===== src/rtl/quad_encoder_window_counter_pkg.sv =====
// Shared constants and helpers for the quadrature window counter.
// Holds step codes, A/B state codes and the saturating add.
package quad_encoder_window_counter_pkg;

    localparam logic [1:0] Q00 = 2'b00;
    localparam logic [1:0] Q10 = 2'b10;
    localparam logic [1:0] Q11 = 2'b11;
    localparam logic [1:0] Q01 = 2'b01;

    localparam logic signed [1:0] STEP_FWD  = 2'sb01;
    localparam logic signed [1:0] STEP_REV  = 2'sb11;
    localparam logic signed [1:0] STEP_NONE = 2'sb00;

    // Adds a step to a sign-extended accumulator and clamps the
    // result to the signed range of a width-bit register.
    function automatic logic signed [31:0] sat_add(
        input logic signed [31:0] acc,
        input logic signed [1:0]  step,
        input int                 width
    );
        logic signed [32:0] sum;
        logic signed [32:0] hi;
        logic signed [32:0] lo;
        sum = $signed({acc[31], acc})
            + $signed({{31{step[1]}}, step});
        hi  = (33'sd1 <<< (width - 1)) - 33'sd1;
        lo  = -(33'sd1 <<< (width - 1));
        if (sum > hi) begin
            return hi[31:0];
        end else if (sum < lo) begin
            return lo[31:0];
        end
        return sum[31:0];
    endfunction

endpackage


===== src/rtl/quad_encoder_window_counter_sync_chain.sv =====
// Multi-flop synchroniser for one asynchronous encoder channel.
// Ports: clk, reset_n (async low), d (async in), q (synchronised out).
module quad_encoder_window_counter_sync_chain
    import quad_encoder_window_counter_pkg::*;
#(
    parameter int STAGES = 2
) (
    input  logic clk,
    input  logic reset_n,
    input  logic d,
    output logic q
);

    logic [STAGES-1:0] r;

    always_ff @(posedge clk or negedge reset_n) begin
        if (!reset_n) begin
            r <= '0;
        end else begin
            r <= {r[STAGES-2:0], d};
        end
    end

    assign q = r[STAGES-1];

endmodule


===== src/rtl/quad_encoder_window_counter.sv =====
// Quadrature decoder that totals signed steps over one sample window.
// Ports: clk, reset_n, enc_a/enc_b, load_in/reset_in -> count/valid/dir/err.
module quad_encoder_window_counter
    import quad_encoder_window_counter_pkg::*;
#(
    parameter int WIDTH       = 16,
    parameter int SYNC_STAGES = 2
) (
    input  logic                    clk,
    input  logic                    reset_n,
    input  logic                    enc_a,
    input  logic                    enc_b,
    input  logic                    load_in,
    input  logic                    reset_in,
    output logic signed [WIDTH-1:0] count_out,
    output logic                    valid_out,
    output logic                    dir_out,
    output logic                    err_out
);

    logic                    a_sync;
    logic                    b_sync;
    logic [1:0]              cur;
    logic [1:0]              prev;
    logic                    fwd;
    logic                    rev;
    logic                    bad;
    logic signed [1:0]       step;
    logic signed [WIDTH-1:0] acc;
    logic                    win_err;

    quad_encoder_window_counter_sync_chain #(
        .STAGES(SYNC_STAGES)
    ) u_sync_a (
        .clk    (clk),
        .reset_n(reset_n),
        .d      (enc_a),
        .q      (a_sync)
    );

    quad_encoder_window_counter_sync_chain #(
        .STAGES(SYNC_STAGES)
    ) u_sync_b (
        .clk    (clk),
        .reset_n(reset_n),
        .d      (enc_b),
        .q      (b_sync)
    );

    assign cur = {a_sync, b_sync};

    assign fwd = (prev == Q00 && cur == Q10)
              || (prev == Q10 && cur == Q11)
              || (prev == Q11 && cur == Q01)
              || (prev == Q01 && cur == Q00);

    assign rev = (prev == Q00 && cur == Q01)
              || (prev == Q01 && cur == Q11)
              || (prev == Q11 && cur == Q10)
              || (prev == Q10 && cur == Q00);

    // Both bits flipping means a state was skipped; direction unknown.
    assign bad = (prev ^ cur) == 2'b11;

    always_comb begin
        step = STEP_NONE;
        unique case (1'b1)
            fwd:     step = STEP_FWD;
            rev:     step = STEP_REV;
            default: step = STEP_NONE;
        endcase
    end

    always_ff @(posedge clk or negedge reset_n) begin
        if (!reset_n) begin
            prev      <= Q00;
            acc       <= '0;
            win_err   <= 1'b0;
            count_out <= '0;
            valid_out <= 1'b0;
            dir_out   <= 1'b1;
            err_out   <= 1'b0;
        end else begin
            prev <= cur;
            // A new window starts from this cycle's step so an edge
            // landing on the reset cycle is not lost.
            if (reset_in) begin
                acc     <= WIDTH'(step);
                win_err <= bad;
            end else begin
                acc     <= WIDTH'(sat_add(32'(acc), step, WIDTH));
                win_err <= win_err | bad;
            end
            valid_out <= load_in;
            // Publish the total as it stood before this cycle's step.
            if (load_in) begin
                count_out <= acc;
                dir_out   <= ~acc[WIDTH-1];
                err_out   <= win_err;
            end
        end
    end

endmodule


===== config.mk =====
export PLATFORM = sky130hd
export DESIGN_NAME = quad_encoder_window_counter
export DESIGN_NICKNAME = d
export VERILOG_FILES = /design/src/rtl/quad_encoder_window_counter_pkg.sv /design/src/rtl/quad_encoder_window_counter_sync_chain.sv /design/src/rtl/quad_encoder_window_counter.sv
export SDC_FILE = /design/constraint.sdc
export NUM_CORES = 1
export LEC_CHECK = 0
export ABC_AREA = 1
export BUFFER_PORTS_ARGS = -buffer_cell sky130_fd_sc_hd__buf_2
export CAP_MARGIN = 20
export CORE_UTILIZATION = 55
export DETAILED_ROUTE_END_ITERATION = 12
export PLACE_DENSITY = 0.79
export RECOVER_POWER = 50
export SLEW_MARGIN = 20
export SYNTH_ARGS = -nofsm -noshare
export SYNTH_HDL_FRONTEND = slang
export SYNTH_HIERARCHICAL = 1
export SYNTH_SLANG_ARGS = --single-unit

===== constraint.sdc =====
create_clock -name clk -period 3.05 [get_ports clk]
set_clock_uncertainty 0.2 [all_clocks]
set_input_delay 0.61 -clock clk [delete_from_list [all_inputs] [get_ports clk]]
set_output_delay 0.61 -clock clk [all_outputs]
set_load 0.1 [all_outputs]

; ---- Word-level counts from Yosys, hierarchy flattened
; Cells that the tools add are included.
[classes]
muxes = 9
n_eq_ne = 7
n_reduce_logical = 16
order_cmp = 2
n_div = 0
bitwise_logic = 3
n_addsub = 1
n_shift = 0
n_mul = 0
[op_table]
columns = op, n
row1 = 16-bit 2-to-1 mux, 4
row2 = 16-bit by 2-bit adder with 17-bit output, 1
row3 = 17-bit by 16-bit > comparator with 1-bit output (second input constant), 1
row4 = 17-bit by 16-bit less-than comparator with 1-bit output (second input constant), 1
row5 = 2-bit equality test (second input constant), 5
row6 = 1-bit logical AND, 8
row7 = 1-bit logical OR, 6
row8 = 2-bit by 1-bit equality test with 1-bit output (second input constant), 2
row9 = 2-bit zero test, 2
row10 = 1-bit 2-to-1 mux, 4
row11 = 2-bit one-hot mux with 2 select lines, 1
row12 = 2-bit XOR, 1
row13 = 1-bit NOT, 1
row14 = 1-bit bitwise OR, 1
[totals]
register_bits = 42
input_bits = 6
out_inout_bits = 19
rom_bits = 0
word_cells = 47
latchBits = 0
mem_bits_rw = 0
memories = 0

; ---- Logic depth before layout (Yosys ltp)
; Gate-level depths: netlist of run 1.
[depth]
depth_word = 13
mapped_depth = 16
mapped_depth_nobuf = 16

; ---- Cells and area by module
; The synthesis of run 1 kept the hierarchy.
[modules_own_cells]
columns = module, n_inst, area_each_um2, cells_each, seq_area_each_um2
row1 = quad_encoder_window_counter, 1, 2473.6, 327, 952.2
row2 = quad_encoder_window_counter_sync_chain, 2, 50.0, 2, 50.0

; ---- Least setup slack after synthesis of run 1
; No wires, ideal clock.
[synth_path]
path_kind = reg-to-reg
start = register u_sync_a.r[1]
end = register acc[10]
synth_period_minus_slack_ps = 2710
path_buffers = 1
t_required_ps = 2721
arrival_time_ps = 2381
stages_incl_launch_ff = 15
setup_time_ps = 129
setup_slack_ps = 340
cell_sequence = dfrtp_1 xnor2_1 nand2_1 inv_1 ha_1 or2_1 nand3_1 nand2_2 nand2_2 nand2_1 nand2_1 nand2_2 a21oi_4 buf_12 a21oi_2
[synth_between]
elab_chain_len = 13
word_cells_on_any_way = 28
cone_classes = add/sub: 1 / order compare: 2 / eq/ne: 3 / mux: 7 / reduce/logical: 15
[synth_rtl]
columns = element, line_no
row1 = "start, declared", quad_encoder_window_counter_sync_chain.sv:14  ; logic [STAGES-1:0] r;
row2 = "start signal, assigned", quad_encoder_window_counter_sync_chain.sv:20  ; r <= {r[STAGES-2:0], d};
row3 = 2-bit by 1-bit equality test with 1-bit output (tied with other cells), "quad_encoder_window_counter.sv:54, quad_encoder_window_counter.sv:57"
row4 = 1-bit logical AND (on tied branches), n/a
row5 = 1-bit logical OR (on tied branches), "quad_encoder_window_counter.sv:58, quad_encoder_window_counter.sv:53"
row6 = 1-bit logical OR (on tied branches), "quad_encoder_window_counter.sv:59, quad_encoder_window_counter.sv:54"
row7 = 1-bit logical OR (on tied branches), "quad_encoder_window_counter.sv:60, quad_encoder_window_counter.sv:55"
row8 = 2-bit one-hot mux with 2 select lines (*), quad_encoder_window_counter.sv:67  ; unique case (1'b1)
row9 = 16-bit by 2-bit adder with 17-bit output, quad_encoder_window_counter_pkg.sv:25  ; + $signed({{31{step[1]}}, step});
row10 = 17-bit by 16-bit less-than comparator with 1-bit output, quad_encoder_window_counter_pkg.sv:30  ; end else if (sum < lo) begin
row11 = 1-bit 2-to-1 mux, quad_encoder_window_counter_pkg.sv:30
row12 = 1-bit 2-to-1 mux, quad_encoder_window_counter_pkg.sv:28  ; if (sum > hi) begin
row13 = 1-bit 2-to-1 mux, quad_encoder_window_counter.sv:87  ; if (reset_in) begin
row14 = 16-bit 2-to-1 mux, quad_encoder_window_counter_pkg.sv:33  ; return sum[31:0];
row15 = 16-bit 2-to-1 mux (*), quad_encoder_window_counter.sv:87
row16 = "end signal, assigned", quad_encoder_window_counter.sv:88  ; acc <= WIDTH'(step);
row17 = "end signal, assigned", quad_encoder_window_counter.sv:91  ; acc <= WIDTH'(sat_add(32'(acc), step, WIDTH));
row18 = "end, declared", quad_encoder_window_counter.sv:29  ; logic signed [WIDTH-1:0] acc;
; Mark *: on every way between the ends. The rest lies on a longest branch, timed or not. The select of a mux whose other input is x is not followed.
; A chain may end at the register's enable or synchronous reset.

; ---- Worst setup path in the final report of run 1
[layout_path]
start = register u_sync_a.r[1]
end = register acc[12]
; The elaborated chain is that of the path after synthesis.

==> metrics.txt, run 1 <==
cell taking the most area after synthesis dfrtp_1; Post-synth EDFFs 0; worst path required time 3.03 ns; Placed Area 0.00274 mm²; routability cong. 0.992; largest net degree at the start of global routing 43; Crit Path Category flip-flop to flip-flop; die height 70.4 µm; Reg area 0.00105 mm²; Top FF cell, synth dfrtp_1; vias in the first global route 2081; Vias 2244; CTS tree built; Die X 70.4 µm; site row count 24; global-route wire length before repair 9350 µm; ANT cells 0; Synth top cells by count nand2_1, dfrtp_1, inv_1, ha_1; Final Slew Violations 0; Tmin final 2.92 ns; Syn Std Cell Area 0.00257 mm²; worst slew pin tran 0.907 ns; Buf+Inv Stages, Crit Path 3; die footprint 0.00496 mm²; final design utilization 67.4%; multi-input logic area 0.00144 mm²; distinct cell type count after synthesis 27; setup slack after layout 0.126 ns; number of clock sinks 42; Crit path top cell by count nand2_2; Worst EP arrival 2.91 ns; Starting Density 58.3%; design area 0.00298 mm²; layout cells sized above 1 22.4%; CP Capture Type flip-flop; Hold Crit Class flip-flop to flip-flop; Critical Path Start Type flip-flop; initial antenna violation count 0; FILL cells 350; Max Root-Sink Buffers 2; setup slack, reg-to-reg 0.13 ns; ANT nets after route 0; IO Pins 25; Worst path max stage delay 0.49 ns; ys async rst share 100%; Max Freq 342 MHz; Setup WS pre-CTS -0.0327 ns; Post-Syn Instances 331; clock latency on the worst-skew pair 0.29 ns; crit path max-delay cell type dfrtp_2; synth top area cells dfrtp_1, nand2_1, ha_1; Layout area overhead 15.7%; worst-path fanout max 17; post-synth top area share 39.9%; Synth Net Count 354; H-tree depth 2; drt total wl 5750 µm; I/O Buffers 24; Final Setup Violations 0; CTS Buf Count 5; post-synthesis sequential area ratio 40.9%; vias per cell 5.42; status complete, no violations; CORE AREA 0.00441 mm²; DRC 0; Final HPWL DP 3800 µm; Final Hold Viols 0; Yosys reg bits 42; Rel. slew slack 39.5%; clock tree root driver cell clkbuf_8; RSZ-0062 raised after global routing true; clk slew on worst S/H paths 0.08 ns; Total GRT Usage 23.5%; Layout Nets 384; critical path's top delay family simple AND/OR/NAND/NOR gates; Max Cap Viol 0; DR pass1 iterations 4; period utilization 95.9%; count leader, synth nand2_1; GRT overflow 0; WL per Instance 13.9 µm; Avg Cell Area, Syn 7.78 µm²; Initial DRC Count 182; Ys Warns 6; cell-by-cell trace of the critical path xnor2_2, nand2_2, clkinvlp_4, buf_12, ha_1, or2_1, nand3_1, nand2_2, nand2_2, nand2_1, nand2_1, nand2_2, a21oi_4, buf_4, a21oi_2
## state kept, by name, summed over array words and instances (netlist names)
signal and flops:
u_sync_a/r 2, err_out 1, valid_out 1, count_out 16
win_err 1, prev 2, acc 16, dir_out 1
u_sync_b/r 2
## layout make-up
| cell class | count | share of cell area (%) |
|---|---|---|
| tap | 52 | 2.19 |
| clock buffer | 7 | 2.56 |
| clock inverter | 1 | 1.01 |
| timing repair buffer | 29 | 5.84 |
| inverter | 35 | 4.54 |
| sequential | 42 | 35.4 |
| multi-input combinational | 248 | 48.5 |
## logic make-up (layout without fill, tap and decap cells)
logic type,Yosys count,after routing,share of synthesized area [%]
buffers and inverters,42,72,7.10
and+or+nand+nor,181,182,28.9
DFF,42,42,40.9
AOI/OAI and AO/OA,33,33,9.09
xor gates and xnor gates,16,16,5.44
adders and majority gates,17,17,8.56
## worst paths after layout
kind                                          from                      end  cells past startpoint
min in group asynchronous                  reset_n      valid_out$_DFF_PN0_                      1
hold reg to reg            u_sync_a/r[0]$_DFF_PN0_  u_sync_a/r[1]$_DFF_PN0_                      0
setup / recovery           u_sync_a/r[1]$_DFF_PN0_        acc[12]$_DFF_PN0_                     15
hold / removal             u_sync_a/r[0]$_DFF_PN0_  u_sync_a/r[1]$_DFF_PN0_                      0
setup reg to reg           u_sync_a/r[1]$_DFF_PN0_        acc[12]$_DFF_PN0_                     15
max in group asynchronous                  reset_n  u_sync_a/r[1]$_DFF_PN0_                      1
## per-layer routing
metal  routed length [µm]  GRT usage (%)
met1                 2480           31.0
met3                  337           4.18
met2                 2760           39.0
met5                    0              0
met4                  171           7.78
## timing repair
action,CTS,global route
gates resized for setup,2,17
setup buffers,1,0
pin swaps,0,3
setup endpoints to repair,14,15
cloned,0,1
hold buffers,0,0
## worst register-to-register path: stages, from the launching register on
cell	delay [ns]
dfrtp_2	0.49
xnor2_2	0.17
nand2_2	0.12
clkinvlp_4	0.11
buf_12	0.16
ha_1	0.34
or2_1	0.28
nand3_1	0.12
nand2_2	0.10
nand2_2	0.09
nand2_1	0.06
nand2_1	0.07
nand2_2	0.08
a21oi_4	0.15
buf_4	0.20
a21oi_2	0.07
## stage by stage
step	hold WS, ns	TNS, ns	instances
6_report	0.154	0	414
5_1_grt	0.173	-0.368	414
3_5_place_dp	0.138	-0.145	404
2_1_floorplan	0.114	0	331
3_3_place_gp	0.134	0	404
4_1_cts	0.156	0	413
## cells in the final DEF (no fill, tap or decap), types with 9 or more instances in the layout
cell type    n
xor2_1       9
ha_1         9
a21oi_1     11
inv_1       32
nand2_1    136
nand2_2     11
buf_2       24
nand3_1     13
dfrtp_1     40
nor2_1      13
a21oi_2     14
Power of run 1 is not shown: default switching activity piles up to over one toggle a cycle in this logic, so the estimate is an artifact.
==> run 2: changes to the inputs <==
--- a/config.mk
+++ b/config.mk
@@ -8,9 +8,9 @@
 export ABC_AREA = 1
 export BUFFER_PORTS_ARGS = -buffer_cell sky130_fd_sc_hd__buf_2
 export CAP_MARGIN = 20
-export CORE_UTILIZATION = 55
+export CORE_UTILIZATION = 40
 export DETAILED_ROUTE_END_ITERATION = 12
-export PLACE_DENSITY = 0.79
+export PLACE_DENSITY = 0.62
 export RECOVER_POWER = 50
 export SLEW_MARGIN = 20
 export SYNTH_ARGS = -nofsm -noshare
==> run 2 against run 1 <==
  * The flow now finishes with violations (capacitance limit, slew limit)
  * Highest routed layer unchanged
  * Via count is 6.3% lower
  * Wire length is 12% lower
  * Register-to-register slack better by 0.09 ns
  * Clock-buffer cell count is 2 lower
  * First-iteration DRC count is 67% lower
  * Core utilization is 20 points lower
  * Critical path type unchanged
==> metrics.txt, run 2 (synthesis gave the netlist of run 1 again) <==
ANT nets after route 0 (unchanged); worst path required time 3.03 ns (about the same); violated checks capacitance limit, slew limit; DR pass1 iterations 6 (+2); Die X 82.2 µm (+17%); Tmin final 2.84 ns (-0.0887 ns); Hold Crit Class flip-flop to flip-flop; H-tree depth 2 (unchanged); status complete, but fails checks; layout cells sized above 1 17.5% (-4.9 points); number of clock sinks 42 (unchanged); Initial DRC Count 60 (-67%); clock tree root driver cell clkbuf_8; GRT overflow 0 (unchanged); worst hold slack 0.152 ns (-0.00200 ns); DRC 0 (unchanged); drt total wl 5090 µm (-12%); Final Setup Violations 0 (unchanged); CP Capture Type flip-flop; RSZ-0062 raised after global routing false; Crit path top cell by count nand2_2; period utilization 93.0% (-2.9 points); Worst EP arrival 2.82 ns (-0.09 ns); routability cong. 0.893 (-9.9%); commonest non-fill, non-tap cell in the layout nand2_1; Rel. slew slack -44.8% (-84 points); Crit Reg-Reg Startpoint u_sync_b/r[1]$_DFF_PN0_; FILL cells 622 (+78%); Vias 2103 (-6.3%); Hold Crit Endpoint u_sync_b/r[1]$_DFF_PN0_; Max Cap Viol 1 (+1); I/O Buffers 24 (unchanged); global-route wire length before repair 8580 µm (-8.3%); Layout Nets 382 (-0.52%); Final Hold Viols 0 (unchanged); ANT cells 0 (unchanged); top flop regs acc (16), count_out (16); critical path's top delay family simple AND/OR/NAND/NOR gates; Max Root-Sink Buffers 2 (unchanged); Worst path max stage delay 0.44 ns (-0.05 ns); Worst Reg-to-Reg Cells 16 (+1); setup slack, reg-to-reg 0.21 ns (+0.09 ns); most frequent cells in the layout nand2_1, dfrtp_1, inv_1, buf_2, ha_1; hold_sp u_sync_b/r[0]$_DFF_PN0_; Final HPWL DP 3850 µm (+1.3%); Layout area overhead 11.6%; CORE AREA 0.00606 mm² (+37%); Max Freq 353 MHz (+3.1%); Crit Path Category flip-flop to flip-flop; Critical Path Start Type flip-flop; Starting Density 42.5% (-16 points); Reg area 0.00105 mm² (-0.12%); post-CTS sizing 0 (-2); Final Slew Violations 43 (+43); vias per cell 4.83 (-11%); clk slew on worst S/H paths 0.08 ns (about the same); WL per Instance 11.7 µm (-16%); largest net degree at the start of global routing 43 (unchanged); hold depth 0 (unchanged); worst slew pin tran 2.17 ns (+1.27 ns); CTS Hold Bufs 0 (unchanged); initial antenna violation count 0 (unchanged); die footprint 0.00676 mm² (+36%); crit path max-delay cell type dfrtp_1; TNS Setup 0 ns (unchanged); IO Pins 25 (unchanged); Total GRT Usage 17.1% (-6.4 points); cell-by-cell trace of the critical path xor2_1, nand2_1, inv_1, buf_4, ha_1, nand2_2, inv_1, a21oi_2, nand2_2, nand2_2, nand2_1, nand2_1, nand2_2, a21oi_4, buf_12, a21oi_1; vias in the first global route 1968 (-5.4%); CTS Buf Count 5 (unchanged); CTS tree built; postcts setup bufs 0 (-1); die height 82.2 µm (+17%); clock latency on the worst-skew pair 0.30 ns (about the same); reg2reg end acc[3]$_DFF_PN0_; site row count 28 (+17%); worst-path fanout max 14 (-3); multi-input logic area 0.00134 mm² (-6.9%); Buf+Inv Stages, Crit Path 4 (+1)
[run 2: changes by cell type in the layout (fill, tap and decap cells not counted), moves of 2 or more]
| cell | before | now |
|---|---|---|
| ha_1 | 9 | 16 |
| ha_2 | 4 | 0 |
| ha_4 | 3 | 0 |
| nand2_2 | 11 | 8 |
| buf_2 | 24 | 22 |
| nand2_1 | 136 | 138 |
| xnor2_1 | 4 | 6 |
| xnor2_2 | 2 | 0 |
[run 2: final cells by class]
cell class              count  share of cell area (%)
multi-input cells         247                    46.8
flip-flops and latches     42                    36.6
well taps                  75                    3.27
clock buffers               5                    2.40
repair buffers             28                    5.58
inverters                  35                    4.58
clock inverters             3                   0.741
[run 2: worst max path at each step]
stage	startpoint	end	slack [ns]	cells past startpoint
after detailed placement	u_sync_b/r[1]$_DFF_PN0_	acc[5]$_DFF_PN0_	0.17	16
after CTS	u_sync_a/r[1]$_DFF_PN0_	acc[9]$_DFF_PN0_	0.14	14
after global placement	u_sync_b/r[1]$_DFF_PN0_	acc[2]$_DFF_PN0_	0.25	16
after global routing	u_sync_b/r[1]$_DFF_PN0_	acc[4]$_DFF_PN0_	0.01	14
final	u_sync_b/r[1]$_DFF_PN0_	acc[3]$_DFF_PN0_	0.21	16
after floorplan	u_sync_a/r[1]$_DFF_PN0_	acc[10]$_DFF_PN0_	0.34	14
[run 2: through the flow]
step                      util [%]  setup slack, ns  instances  instance area [µm²]
after floorplan                  -            0.340        331                 2570
after global placement        45.9            0.255        427                 2780
after detailed placement      45.9            0.175        427                 2780
after CTS                     47.3            0.137        435                 2870
after global routing          47.4           0.0117        435                 2870
final                         47.4            0.215        435                 2870
[run 2: metal layers]
layer | wire, µm | up-vias | global-route usage (%) | part of all wire [%]
li1 | - | 1090 | - | -
met1 | 2550 | 981 | 21.3 | 50
met2 | 2340 | 24 | 29.3 | 46
met3 | 113 | 8 | 3.30 | 2.2
met4 | 81 | 0 | 6.32 | 1.6
met5 | 0 | - | 0 | 0
Power of run 2 is left out for the same reason.
==> run 3: changes to the inputs <==
--- a/config.mk
+++ b/config.mk
@@ -10,6 +10,7 @@
 export CAP_MARGIN = 20
 export CORE_UTILIZATION = 40
 export DETAILED_ROUTE_END_ITERATION = 12
+export MAX_ROUTING_LAYER = met4
 export PLACE_DENSITY = 0.62
 export RECOVER_POWER = 50
 export SLEW_MARGIN = 20
==> run 3 against run 2 <==
  * Critical path depth unchanged
  * Non-clock buffer count unchanged
  * Critical endpoint is now acc[4]$_DFF_PN0_
  * Sequential share of layout area about the same
  * Final cell count unchanged
  * The run still ends with capacitance limit, slew limit left
  * Core utilization about the same
  * Worst hold slack about the same
==> metrics.txt, run 3 (synthesis gave the netlist of run 1 again) <==
final design utilization 47.4% (about the same); Starting Density 42.5% (unchanged); Worst EP arrival 2.81 ns (about the same); initial antenna violation count 0 (unchanged); Critical Path Start Type flip-flop; H-tree depth 2 (unchanged); Max Root-Sink Buffers 2 (unchanged); TNS Setup 0 ns (unchanged); Hold Crit Class flip-flop to flip-flop; vias per cell 4.75 (-1.7%); Max Cap Viol 1 (unchanged); Layout area overhead 11.7% (about the same); WL per Instance 11.6 µm (-0.57%); site row count 28 (unchanged); setup slack, reg-to-reg 0.23 ns (about the same); Max Freq 354 MHz (+0.42%); worst slew pin tran 2.21 ns (+0.0339 ns); CP Capture Type flip-flop; Final Hold Viols 0 (unchanged); clk slew on worst S/H paths 0.08 ns (about the same); die height 82.2 µm (unchanged); Layout Nets 382 (unchanged); status complete, but fails checks; Final Slew Violations 43 (unchanged); GRT overflow 0 (unchanged); hold_sp u_sync_b/r[0]$_DFF_PN0_; DR pass1 iterations 4 (-2); die footprint 0.00676 mm² (unchanged); global-route wire length before repair 8690 µm (+1.4%); clock latency on the worst-skew pair 0.30 ns (about the same); IO Pins 25 (unchanged); Final Setup Violations 0 (unchanged); violated checks capacitance limit, slew limit; Final HPWL DP 3820 µm (-0.70%); design area 0.00287 mm² (about the same); hold depth 0 (unchanged); most frequent cells in the layout nand2_1, dfrtp_1, inv_1, buf_2, ha_1; DRC 0 (unchanged); ANT cells 0 (unchanged); Crit Path Category flip-flop to flip-flop; worst path required time 3.03 ns (about the same); layout cells sized above 1 17.8% (+0.28 points); Worst Reg-to-Reg Cells 16 (unchanged); Rel. slew slack -47.1% (-2.3 points); Tmin final 2.82 ns (-0.0118 ns); worst-path fanout max 14 (unchanged); drt total wl 5060 µm (-0.57%); Placed Area 0.00278 mm² (unchanged); FILL cells 616 (-0.96%); top flop regs acc (16), count_out (16); Total GRT Usage 17.9% (+0.70 points); largest net degree at the start of global routing 43 (unchanged); CTS Hold Bufs 0 (unchanged); number of clock sinks 42 (unchanged); I/O Buffers 24 (unchanged); Initial DRC Count 71 (+18%); Crit Reg-Reg Startpoint u_sync_b/r[1]$_DFF_PN0_; Die X 82.2 µm (unchanged); vias in the first global route 1876 (-4.7%); reg2reg end acc[4]$_DFF_PN0_; worst setup path start u_sync_b/r[1]$_DFF_PN0_; RSZ-0062 raised after global routing false; ANT nets after route 0 (unchanged); CTS Buf Count 5 (unchanged); Vias 2068 (-1.7%); period utilization 92.6% (-0.39 points); Hold Crit Endpoint u_sync_b/r[1]$_DFF_PN0_; CTS tree built; routability cong. 0.901 (+0.82%); CORE AREA 0.00606 mm² (unchanged); clock tree root driver cell clkbuf_8; commonest non-fill, non-tap cell in the layout nand2_1
## run 3: cell counts in the layout (fill, tap and decap cells not counted)
Identical to the previous run, type by type.
## run 3: layout make-up
class	count	area [µm²]	area share [%]
multi-input cells	247	1350	46.8
flip-flops and latches	42	1050	36.6
repair buffers	28	160	5.57
inverters	35	131	4.57
well taps	75	93.8	3.27
clock buffers	5	68.8	2.39
clock inverters	3	21.3	0.740
## run 3: metal layers
layer	vias to the layer above	global-route usage [%]	share of wire (%)
li1	1087	-	-
met1	954	22.9	51
met2	20	28.1	45
met3	7	3.30	2.2
met4	0	6.32	1.6
met5	-	-	0
## run 3: worst max-delay path by stage
stage | end | slack (ns) | cells past startpoint
after detailed placement | acc[13]$_DFF_PN0_ | 0.17 | 16
after global placement | acc[0]$_DFF_PN0_ | 0.24 | 14
after floorplan | acc[10]$_DFF_PN0_ | 0.34 | 14
final | acc[4]$_DFF_PN0_ | 0.23 | 16
after CTS | acc[7]$_DFF_PN0_ | 0.15 | 16
after global routing | acc[4]$_DFF_PN0_ | 0.01 | 16
## run 3: worst max-delay path, cell delays in order (launching register included)
cell and delay (ns):
dfrtp_1 0.44, xor2_1 0.18, nand2_1 0.11, inv_1 0.07
buf_4 0.18, ha_1 0.37, nand2_2 0.12, inv_1 0.05
a21oi_2 0.13, nand2_2 0.12, nand2_2 0.10, nand2_1 0.07
nand2_1 0.08, nand2_2 0.07, a21oi_4 0.17, buf_12 0.17
a21oi_1 0.07
## run 3: what timing repair did
action                     in CTS  in global routing
resized for setup               0                  2
buffers inserted                0                  0
setup endpoints to repair       0                 15
## run 3: stage by stage
stage          hold WS, ns  worst slack, ns  cells
2_1_floorplan        0.114            0.340    331
3_3_place_gp         0.132            0.240    427
3_5_place_dp         0.136            0.167    427
4_1_cts              0.155            0.152    435
5_1_grt              0.175          0.00962    435
6_report             0.152            0.227    435
Power of run 3 is left out for the same reason.
